### config.mk
export PLATFORM = sky130hd
export DESIGN_NAME = spi_target
export DESIGN_NICKNAME = d
export VERILOG_FILES = /design/src/rtl/spi_target_pkg.sv /design/src/rtl/spi_target_sync_edge_det.sv /design/src/rtl/spi_target.sv
export SDC_FILE = /design/constraint.sdc
export NUM_CORES = 1
export LEC_CHECK = 0
export ABC_AREA = 0
export CAP_MARGIN = 25
export CORE_MARGIN = 2
export CORE_UTILIZATION = 50
export CTS_BUF_LIST = sky130_fd_sc_hd__clkbuf_4 sky130_fd_sc_hd__clkbuf_8 sky130_fd_sc_hd__clkbuf_16
export DETAILED_ROUTE_END_ITERATION = 10
export PLACE_DENSITY = 0.74
export SLEW_MARGIN = 20
export SYNTH_ARGS = -nofsm -noshare
export SYNTH_HDL_FRONTEND = slang
export SYNTH_SLANG_ARGS = --single-unit
### constraint.sdc
create_clock -name clk -period 1.99 [get_ports clk]
set_clock_uncertainty 0.1 [all_clocks]
set_input_delay 0.398 -clock clk [delete_from_list [all_inputs] [get_ports clk]]
set_output_delay 0.398 -clock clk [all_outputs]
set_load 0.01 [all_outputs]
### src/rtl/spi_target_pkg.sv
// Shared types for the SPI mode-0 target.
package spi_target_pkg;
  typedef enum logic [1:0] {WAIT_IDLE, IDLE, SHIFT} state_e;
endpackage

### src/rtl/spi_target_sync_edge_det.sv
// Multi-flop input synchroniser with registered rise/fall pulse detection.
module sync_edge_det #(
  parameter int   STAGES    = 2,
  parameter logic RESET_VAL = 1'b0
) (
  input  logic clk,
  input  logic rst,
  input  logic din,
  output logic sync,
  output logic rise,
  output logic fall
);
  logic [STAGES-1:0] chain_q, chain_d;
  logic prev_q, prev_d;
  logic rise_q, rise_d;
  logic fall_q, fall_d;

  always_comb begin
    chain_d = {chain_q[STAGES-2:0], din};
    prev_d  = chain_q[STAGES-1];
    rise_d  = chain_q[STAGES-1] & ~prev_q;
    fall_d  = ~chain_q[STAGES-1] & prev_q;
  end

  always_ff @(posedge clk) begin
    if (rst) begin
      chain_q <= {STAGES{RESET_VAL}};
      prev_q  <= RESET_VAL;
      rise_q  <= 1'b0;
      fall_q  <= 1'b0;
    end else begin
      chain_q <= chain_d;
      prev_q  <= prev_d;
      rise_q  <= rise_d;
      fall_q  <= fall_d;
    end
  end

  assign sync = chain_q[STAGES-1];
  assign rise = rise_q;
  assign fall = fall_q;
endmodule

### src/rtl/spi_target.sv
// SPI mode-0 target: oversampled pins, MSB-first RX deserialiser and back-to-back TX serialiser.
module spi_target
  import spi_target_pkg::*;
#(
  parameter int WIDTH       = 8,
  parameter int SYNC_STAGES = 2
) (
  input  logic             clk,
  input  logic             rst,
  input  logic             sclk,
  input  logic             cs_n,
  input  logic             mosi,
  output logic             miso,
  output logic             miso_oe,
  input  logic [WIDTH-1:0] tx_data,
  input  logic             tx_valid,
  output logic             tx_ready,
  output logic             tx_underrun,
  output logic [WIDTH-1:0] rx_data,
  output logic             rx_valid,
  output logic             busy
);
  localparam int CW = (WIDTH > 2) ? $clog2(WIDTH) : 1;
  localparam int SW = $clog2(SYNC_STAGES + 1);
  localparam logic [CW-1:0] LAST   = CW'(WIDTH - 1);
  localparam logic [SW-1:0] SETTLE = SW'(SYNC_STAGES);

  logic sclk_rise, sclk_fall, sclk_lvl_unused;
  logic cs_sync, cs_rise, cs_fall;
  logic mosi_sync, mosi_rise_unused, mosi_fall_unused;

  sync_edge_det #(.STAGES(SYNC_STAGES), .RESET_VAL(1'b0)) u_sclk (
    .clk(clk), .rst(rst), .din(sclk),
    .sync(sclk_lvl_unused), .rise(sclk_rise), .fall(sclk_fall));
  sync_edge_det #(.STAGES(SYNC_STAGES), .RESET_VAL(1'b1)) u_cs (
    .clk(clk), .rst(rst), .din(cs_n),
    .sync(cs_sync), .rise(cs_rise), .fall(cs_fall));
  sync_edge_det #(.STAGES(SYNC_STAGES), .RESET_VAL(1'b0)) u_mosi (
    .clk(clk), .rst(rst), .din(mosi),
    .sync(mosi_sync), .rise(mosi_rise_unused), .fall(mosi_fall_unused));

  state_e           state_q, state_d;
  logic [SW-1:0]    settle_q, settle_d;
  logic [CW-1:0]    bit_cnt_q, bit_cnt_d;
  logic             done_q, done_d;
  logic [WIDTH-1:0] tx_shift_q, tx_shift_d;
  logic [WIDTH-1:0] rx_shift_q, rx_shift_d;
  logic [WIDTH-1:0] rx_data_q, rx_data_d;
  logic             rx_valid_q, rx_valid_d;
  logic             tx_ready_q, tx_ready_d;
  logic             tx_underrun_q, tx_underrun_d;
  logic             miso_q, miso_d;
  logic             do_load;

  always_comb begin
    state_d       = state_q;
    settle_d      = settle_q;
    bit_cnt_d     = bit_cnt_q;
    done_d        = done_q;
    tx_shift_d    = tx_shift_q;
    rx_shift_d    = rx_shift_q;
    rx_data_d     = rx_data_q;
    rx_valid_d    = 1'b0;
    tx_ready_d    = 1'b0;
    tx_underrun_d = 1'b0;
    miso_d        = miso_q;
    do_load       = 1'b0;

    case (state_q)
      // Synchroniser reset values are not real pin samples; let them flush
      // before trusting the cs_n level, so a fake fall cannot start a frame.
      WAIT_IDLE: begin
        if (settle_q != SETTLE) settle_d = settle_q + SW'(1);
        else if (cs_sync)       state_d  = IDLE;
      end
      IDLE: begin
        if (cs_fall) begin
          state_d    = SHIFT;
          do_load    = 1'b1;
          bit_cnt_d  = '0;
          done_d     = 1'b0;
          rx_shift_d = '0;
        end
      end
      SHIFT: begin
        if (cs_rise) begin
          state_d    = IDLE;
          bit_cnt_d  = '0;
          done_d     = 1'b0;
          tx_shift_d = '0;
          miso_d     = 1'b0;
        end else if (sclk_rise) begin
          rx_shift_d = {rx_shift_q[WIDTH-2:0], mosi_sync};
          if (bit_cnt_q == LAST) begin
            bit_cnt_d  = '0;
            done_d     = 1'b1;
            rx_data_d  = {rx_shift_q[WIDTH-2:0], mosi_sync};
            rx_valid_d = 1'b1;
          end else begin
            bit_cnt_d = bit_cnt_q + CW'(1);
          end
        end else if (sclk_fall) begin
          if (bit_cnt_q == '0 && done_q) begin
            do_load = 1'b1;
          end else begin
            tx_shift_d = {tx_shift_q[WIDTH-2:0], 1'b0};
            miso_d     = tx_shift_q[WIDTH-2];
          end
        end
      end
      default: state_d = WAIT_IDLE;
    endcase

    if (do_load) begin
      if (tx_valid) begin
        tx_shift_d = tx_data;
        miso_d     = tx_data[WIDTH-1];
        tx_ready_d = 1'b1;
      end else begin
        tx_shift_d    = '0;
        miso_d        = 1'b0;
        tx_underrun_d = 1'b1;
      end
    end
  end

  always_ff @(posedge clk) begin
    if (rst) begin
      state_q       <= WAIT_IDLE;
      settle_q      <= '0;
      bit_cnt_q     <= '0;
      done_q        <= 1'b0;
      tx_shift_q    <= '0;
      rx_shift_q    <= '0;
      rx_data_q     <= '0;
      rx_valid_q    <= 1'b0;
      tx_ready_q    <= 1'b0;
      tx_underrun_q <= 1'b0;
      miso_q        <= 1'b0;
    end else begin
      state_q       <= state_d;
      settle_q      <= settle_d;
      bit_cnt_q     <= bit_cnt_d;
      done_q        <= done_d;
      tx_shift_q    <= tx_shift_d;
      rx_shift_q    <= rx_shift_d;
      rx_data_q     <= rx_data_d;
      rx_valid_q    <= rx_valid_d;
      tx_ready_q    <= tx_ready_d;
      tx_underrun_q <= tx_underrun_d;
      miso_q        <= miso_d;
    end
  end

  assign busy        = (state_q == SHIFT);
  assign miso_oe     = busy;
  assign miso        = miso_q;
  assign tx_ready    = tx_ready_q;
  assign tx_underrun = tx_underrun_q;
  assign rx_data     = rx_data_q;
  assign rx_valid    = rx_valid_q;
endmodule

==> impl_metrics.env <==
export IMPL_grt_ovfl_total=0
export IMPL_drtPass1Iterations=4
export IMPL_cts_made_buffers=5
export IMPL_ios=28
export IMPL_max_slew_margin_pct=74.3
export IMPL_layout_common_cells="46 x dfxtp_1, 30 x nand2_1, 25 x clkdlybuf4s50_1"
export IMPL_ys_seq_elements=46
export IMPL_grt_pass1_wl_um=5820
export IMPL_vdd_ir_drop_max_v=0.000467
export IMPL_design_area_um2=2360
export IMPL_p_leak_nw=0.793
export IMPL_start_util_pct=51.9
export IMPL_outcome="finished, final reports clean"
export IMPL_finalSetupViolCount=0
export IMPL_synth_cell_types=38
export IMPL_wl_um=3550
export IMPL_cellPowerDensity_nw_per_um2=834
export IMPL_rrSetupSlack_ns=0.10
export IMPL_reg2regPathDepth=5
export IMPL_critPathArrivalTime_ns=2.00
export IMPL_cts_path_max_buffers=2
export IMPL_netlist_area_um2=1900
export IMPL_final_util_pct=64.6
export IMPL_min_period_ns=1.89
export IMPL_yosys_warnings=0
export IMPL_placed_area_um2=2220
export IMPL_synth_fp_nets=230
export IMPL_min_from="u_sclk.prev_q"
export IMPL_clkTransAtPathRegs_ns=0.08
export IMPL_area_delta_synth_final_pct=24.3
export IMPL_tns_ns=0
export IMPL_worst_setup_path_type="reg2reg"
export IMPL_fp_dieH_um=65.7
export IMPL_worstMarginPinSlew_ns=0.383
export IMPL_whs_path_depth=1
export IMPL_cts_hold_buf=0
export IMPL_die_area_um2=4310
export IMPL_synth_avg_cell_area_um2=9.10
export IMPL_nNetsFinal=258
export IMPL_diodes=0
export IMPL_vias_per_cell=5.25
export IMPL_hold_path_class="reg2reg"
export IMPL_yosysSeqAreaShare_pct=48.4
export IMPL_cts_htree_levels=2
export IMPL_num_rows=22
export IMPL_cts_root_buffer="clkbuf_8"
export IMPL_final_cell_count_no_fill=285
export IMPL_hpwl_um=2390
export IMPL_ant_nets=0
export IMPL_critical_path_max_fanout=6
export IMPL_gp_congestion=0.753
export IMPL_first_global_vias=1376
export IMPL_clock_latency_ns=0.28
export IMPL_cts_tree="built"
export IMPL_track_usage_pct=17.4
export IMPL_hold_viol_final=0
export IMPL_p_total_mw=1.97
export IMPL_slew_violations=0
export IMPL_wl_per_cell_um=12.5
export IMPL_n_fill_cell=324
export IMPL_grt_max_degree=46
export IMPL_end_kind="flop"
export IMPL_cts_num_sinks=46
export IMPL_route_detailed_drc=0
export IMPL_synthesis_instances=209
export IMPL_hold_end="u_sclk.rise"
export IMPL_drive_above_1_share_pct=13.1
export IMPL_maxCapViolations=0
export IMPL_rsz0062_at_grt="true"
export IMPL_core_area_um2=3660
export IMPL_port_buffers=27
export IMPL_antenna_found_initial=0
export IMPL_fmax_ghz=0.530
export IMPL_reg2reg_to="bit_cnt_q[1]"
export IMPL_critPathRequiredTime_ns=2.11
export IMPL_min_period_over_period_pct=94.8
export IMPL_timing_rr_start="state_q[1]"
export IMPL_die_x_um=65.7
export IMPL_post_place_cells=276
export IMPL_final_common_cell="dfxtp_1"
export IMPL_drt_iter0_drc=74
export IMPL_num_vias=1495
export IMPL_start_kind="flop"
-- cell families after synthesis --
logic type / count (synthesis) / share of synthesized area [%]
xor+xnor: 1 / 0.461
simple gates: 96 / 26.0
mux: 2 / 1.12
fa+ha+maj: 7 / 4.61
compound gates: 37 / 14.8
flops: 46 / 48.4
buf+inv: 20 / 4.61
-- worst max-delay path by stage --
stage,end,startpoint,cells past startpoint
after floorplan,tx_shift_q[3],state_q[0],8
after global placement,tx_shift_q[3],state_q[0],7
after detailed placement,tx_shift_q[6],state_q[0],7
after CTS,tx_shift_q[6],state_q[0],7
after global routing,miso,state_q[1],6
final,bit_cnt_q[1],state_q[1],5
-- area by class of cell --
class / count / area, um^2 / share of cell area, %
inverters: 8 / 30.0 / 1.27
multi-input cells: 144 / 951 / 40.2
repair buffers: 32 / 318 / 13.4
clock buffers: 6 / 76.3 / 3.23
well taps: 48 / 60.1 / 2.54
clock inverters: 1 / 7.51 / 0.318
flip-flops and latches: 46 / 921 / 39.0
-- power breakdown --
part           total (mW)  switching, mW  internal (mW)
registers           0.989         0.0275          0.962
logic               0.451          0.250          0.201
clock network       0.530          0.276          0.254
-- per-layer routing --
layer | share of wire [%] | track usage, % | vias up
li1 | - | - | 775
met1 | 46 | 20.3 | 680
met2 | 49 | 31.2 | 34
met3 | 3.4 | 3.60 | 6
met4 | 1.3 | 6.51 | 0
met5 | 0 | 0 | -
-- stage by stage --
step                setup slack (ns)  hold slack, ns
global route                 -0.0115           0.321
CTS                          0.00402           0.306
global placement              0.0988           0.293
detailed placement            0.0249           0.292
floorplan                      0.145           0.283
finish                         0.104           0.304
-- worst max-delay path, cell delays in order, from the launching register on --
cell	delay, ns
dfxtp_1	0.39
inv_1	0.08
ha_2	0.42
o221ai_2	0.17
or4b_1	0.50
a21oi_1	0.16
-- cells in the mapped netlist, drive strengths merged --
| cell | number | area (um^2) |
|---|---|---|
| inv | 8 | 30.0 |
| nand4 | 7 | 43.8 |
| or4 | 1 | 7.51 |
| nor4bb | 1 | 10.0 |
| mux2i | 1 | 10.0 |
| o32ai | 1 | 8.76 |
| nand3 | 9 | 45.0 |
| nor3 | 3 | 15.0 |
| a21boi | 1 | 11.3 |
| buf | 5 | 31.3 |
| o31ai | 1 | 21.3 |
| or2 | 4 | 25.0 |
| a211oi | 3 | 22.5 |
| dfxtp | 46 | 921 |
| o31a | 1 | 8.76 |
| nand3b | 2 | 15.0 |
| a31oi | 2 | 12.5 |
| nor3b | 2 | 15.0 |
| and3 | 1 | 6.26 |
| nor2 | 14 | 52.6 |
| a311oi | 7 | 73.8 |
| xnor2 | 1 | 8.76 |
| or4b | 1 | 10.0 |
| a32oi | 1 | 8.76 |
| nand2 | 30 | 113 |
| o221ai | 1 | 15.0 |
| a21oi | 18 | 90.1 |
| nand4b | 1 | 8.76 |
| nor2b | 9 | 56.3 |
| ha | 7 | 87.6 |
| nand2b | 11 | 71.3 |
| clkbuf | 7 | 26.3 |
| mux2 | 1 | 11.3 |
| o21ai | 1 | 8.76 |
-- timing repair --
action                                  4_1_cts  5_1_grt
pin swaps                                     0        2
buffers inserted                              0        1
gates cloned                                  0        1
resized for setup                             3        8
endpoints found under the setup margin        6       18
-- flip-flops by register name (all words and copies together) (netlist names) --
register and count:
rx_data 8, rx_shift_q 7, miso 1, tx_shift_q 7, u_cs.prev_q 1, u_sclk.fall 1
settle_q 2, u_sclk.prev_q 1, rx_valid 1, done_q 1, tx_underrun 1, u_cs.fall 1
tx_ready 1, u_cs.rise 1, u_sclk.chain_q 2, u_sclk.rise 1, state_q 2, u_cs.chain_q 2
u_mosi.chain_q 2, bit_cnt_q 3
Note: power is estimated with default switching activity, not from simulation.
==> patch (same settings) <==
The output `tx_underrun` loses its register stage (`tx_underrun_q` becomes a continuous assignment).
--- a/src/rtl/spi_target.sv
+++ b/src/rtl/spi_target.sv
@@ -135,7 +135,6 @@
       rx_data_q     <= '0;
       rx_valid_q    <= 1'b0;
       tx_ready_q    <= 1'b0;
-      tx_underrun_q <= 1'b0;
       miso_q        <= 1'b0;
     end else begin
       state_q       <= state_d;
@@ -147,10 +146,11 @@
       rx_data_q     <= rx_data_d;
       rx_valid_q    <= rx_valid_d;
       tx_ready_q    <= tx_ready_d;
-      tx_underrun_q <= tx_underrun_d;
       miso_q        <= miso_d;
     end
   end
+
+  assign tx_underrun_q = tx_underrun_d;
 
   assign busy        = (state_q == SHIFT);
   assign miso_oe     = busy;
Behaviour: not the same (Yosys sat finds a counterexample within 10 cycles, from zero or initial values and one cycle with rst high).
==> patch against the unedited design <==
- worst hold slack better by 0.0087 ns
- combinational power is 7.3% higher
- sequential cell count is 1 lower
- final area is 7.6% higher
- synthesized area is 0.66% higher
- maximum frequency is 8.8% lower
- via count is 6.1% higher
- wire length is 10% higher
- worst setup slack worse by 0.18 ns
- total power is 2.5% higher
- the run now ends with setup timing left
- sequential share of layout area is 3.4 points lower
- synthesized cell count is 1.9% lower
==> patch: results (changes against the unedited design) <==
[status]
status = finished with violations  ; was complete, no violations
failed_checks = setup timing

[setup_path]
critPathSlowestCell = dfxtp_2  ; was or4b_1
cp_max_fo = 2  ; was 6
slowest_delay_ns = 0.34  ; was 0.50 ns
cp.arrival_ns = 1.57  ; was 2.00 ns

[detailed_routing]
routed_wl_mm = 3.91  ; was 3.55 mm
avgViaCountPerCell = 5.25  ; about the same
vias = 1586  ; was 1495

[clocking]
post_cts_buffers = 5  ; was 0
clock_latency_ns = 0.30  ; was 0.28 ns
ctsResizeCount = 12  ; was 3

[power]
ir_drop_uv = 521  ; was 467 µV
p_leak_nw = 0.906  ; was 0.793 nW

[logic_synthesis]
avgSynthCellArea_um2 = 9.34  ; was 9.10 µm²
synth.area.top_cells = dfxtp_1, a311oi_2, a21oi_1, ha_1, nand3_1  ; was dfxtp_1, nand2_1, a21oi_1, ha_1, nand2b_1
synthTopCellsByCount = dfxtp_1, nand2_1, a21oi_1  ; unchanged
synth_nets = 226  ; was 230

[global_route]
grt_max_degree = 44  ; was 46
grt_use_total_pct = 19.6  ; was 17.4%
grt_pass1_wl_mm = 6.49  ; was 5.82 mm
first_global_vias = 1421  ; was 1376

[placement]
placed_area_mm2 = 0.00235  ; was 0.00222 mm²
place_inst = 288  ; was 276
place.gp.congestion = 0.821  ; was 0.753
place_ws_ns = -0.192  ; was 0.0249 ns

[timing]
fin_ws_ns = -0.0779  ; was 0.104 ns
setup_violations = 1  ; was 0

==> patch: changes by cell type after synthesis, moves of 5 or more <==
cell / before / now
a311oi_2: 2 / 7
nand3b_1: 2 / 8
nand2_1: 30 / 22
nand4_1: 7 / 0
a311oi_1: 5 / 0
nand3_1: 9 / 17
==> patch: logic make-up after synthesis <==
| kind of cell | synth area share [%] |
|---|---|
| compound gates | 16.2 |
| xor+xnor | 0.458 |
| fa+ha+maj | 4.57 |
| buf+inv | 4.58 |
| flops | 47.1 |
| mux | 1.11 |
| simple gates | 26.0 |
==> patch: metal layers <==
| layer | up-vias | GRT usage, % | part of all wire [%] |
|---|---|---|---|
| met5 | - | 0 | 0 |
| met4 | 0 | 8.59 | 2.1 |
| met3 | 9 | 4.09 | 4.1 |
| met2 | 37 | 30.4 | 47 |
| met1 | 736 | 26.1 | 47 |
| li1 | 804 | - | - |
==> patch: area by class of cell <==
cell class / instances / area, µm²
fill: 291 / 1120
multi-input combinational: 142 / 986
clock buffer: 6 / 76.3
sequential: 45 / 903
inverter: 7 / 26.3
clock inverter: 2 / 15.0
tap: 48 / 60.1
timing repair buffer: 52 / 477
==> patch: power by group <==
part / internal [mW] / total (mW) / switching, mW
Clock: 0.261 / 0.568 / 0.307
Combinational: 0.242 / 0.484 / 0.241
Sequential: 0.944 / 0.967 / 0.0229
Total: 1.45 / 2.02 / 0.571
==> patch: worst paths after layout <==
check,start,endpoint,slack (ns),cells past startpoint
max,state_q[0],tx_underrun,-0.08,6
min,u_sclk.prev_q,u_sclk.rise,0.31,1
max reg2reg,state_q[1],state_q[1],0.07,8
min reg2reg,u_sclk.prev_q,u_sclk.rise,0.31,1
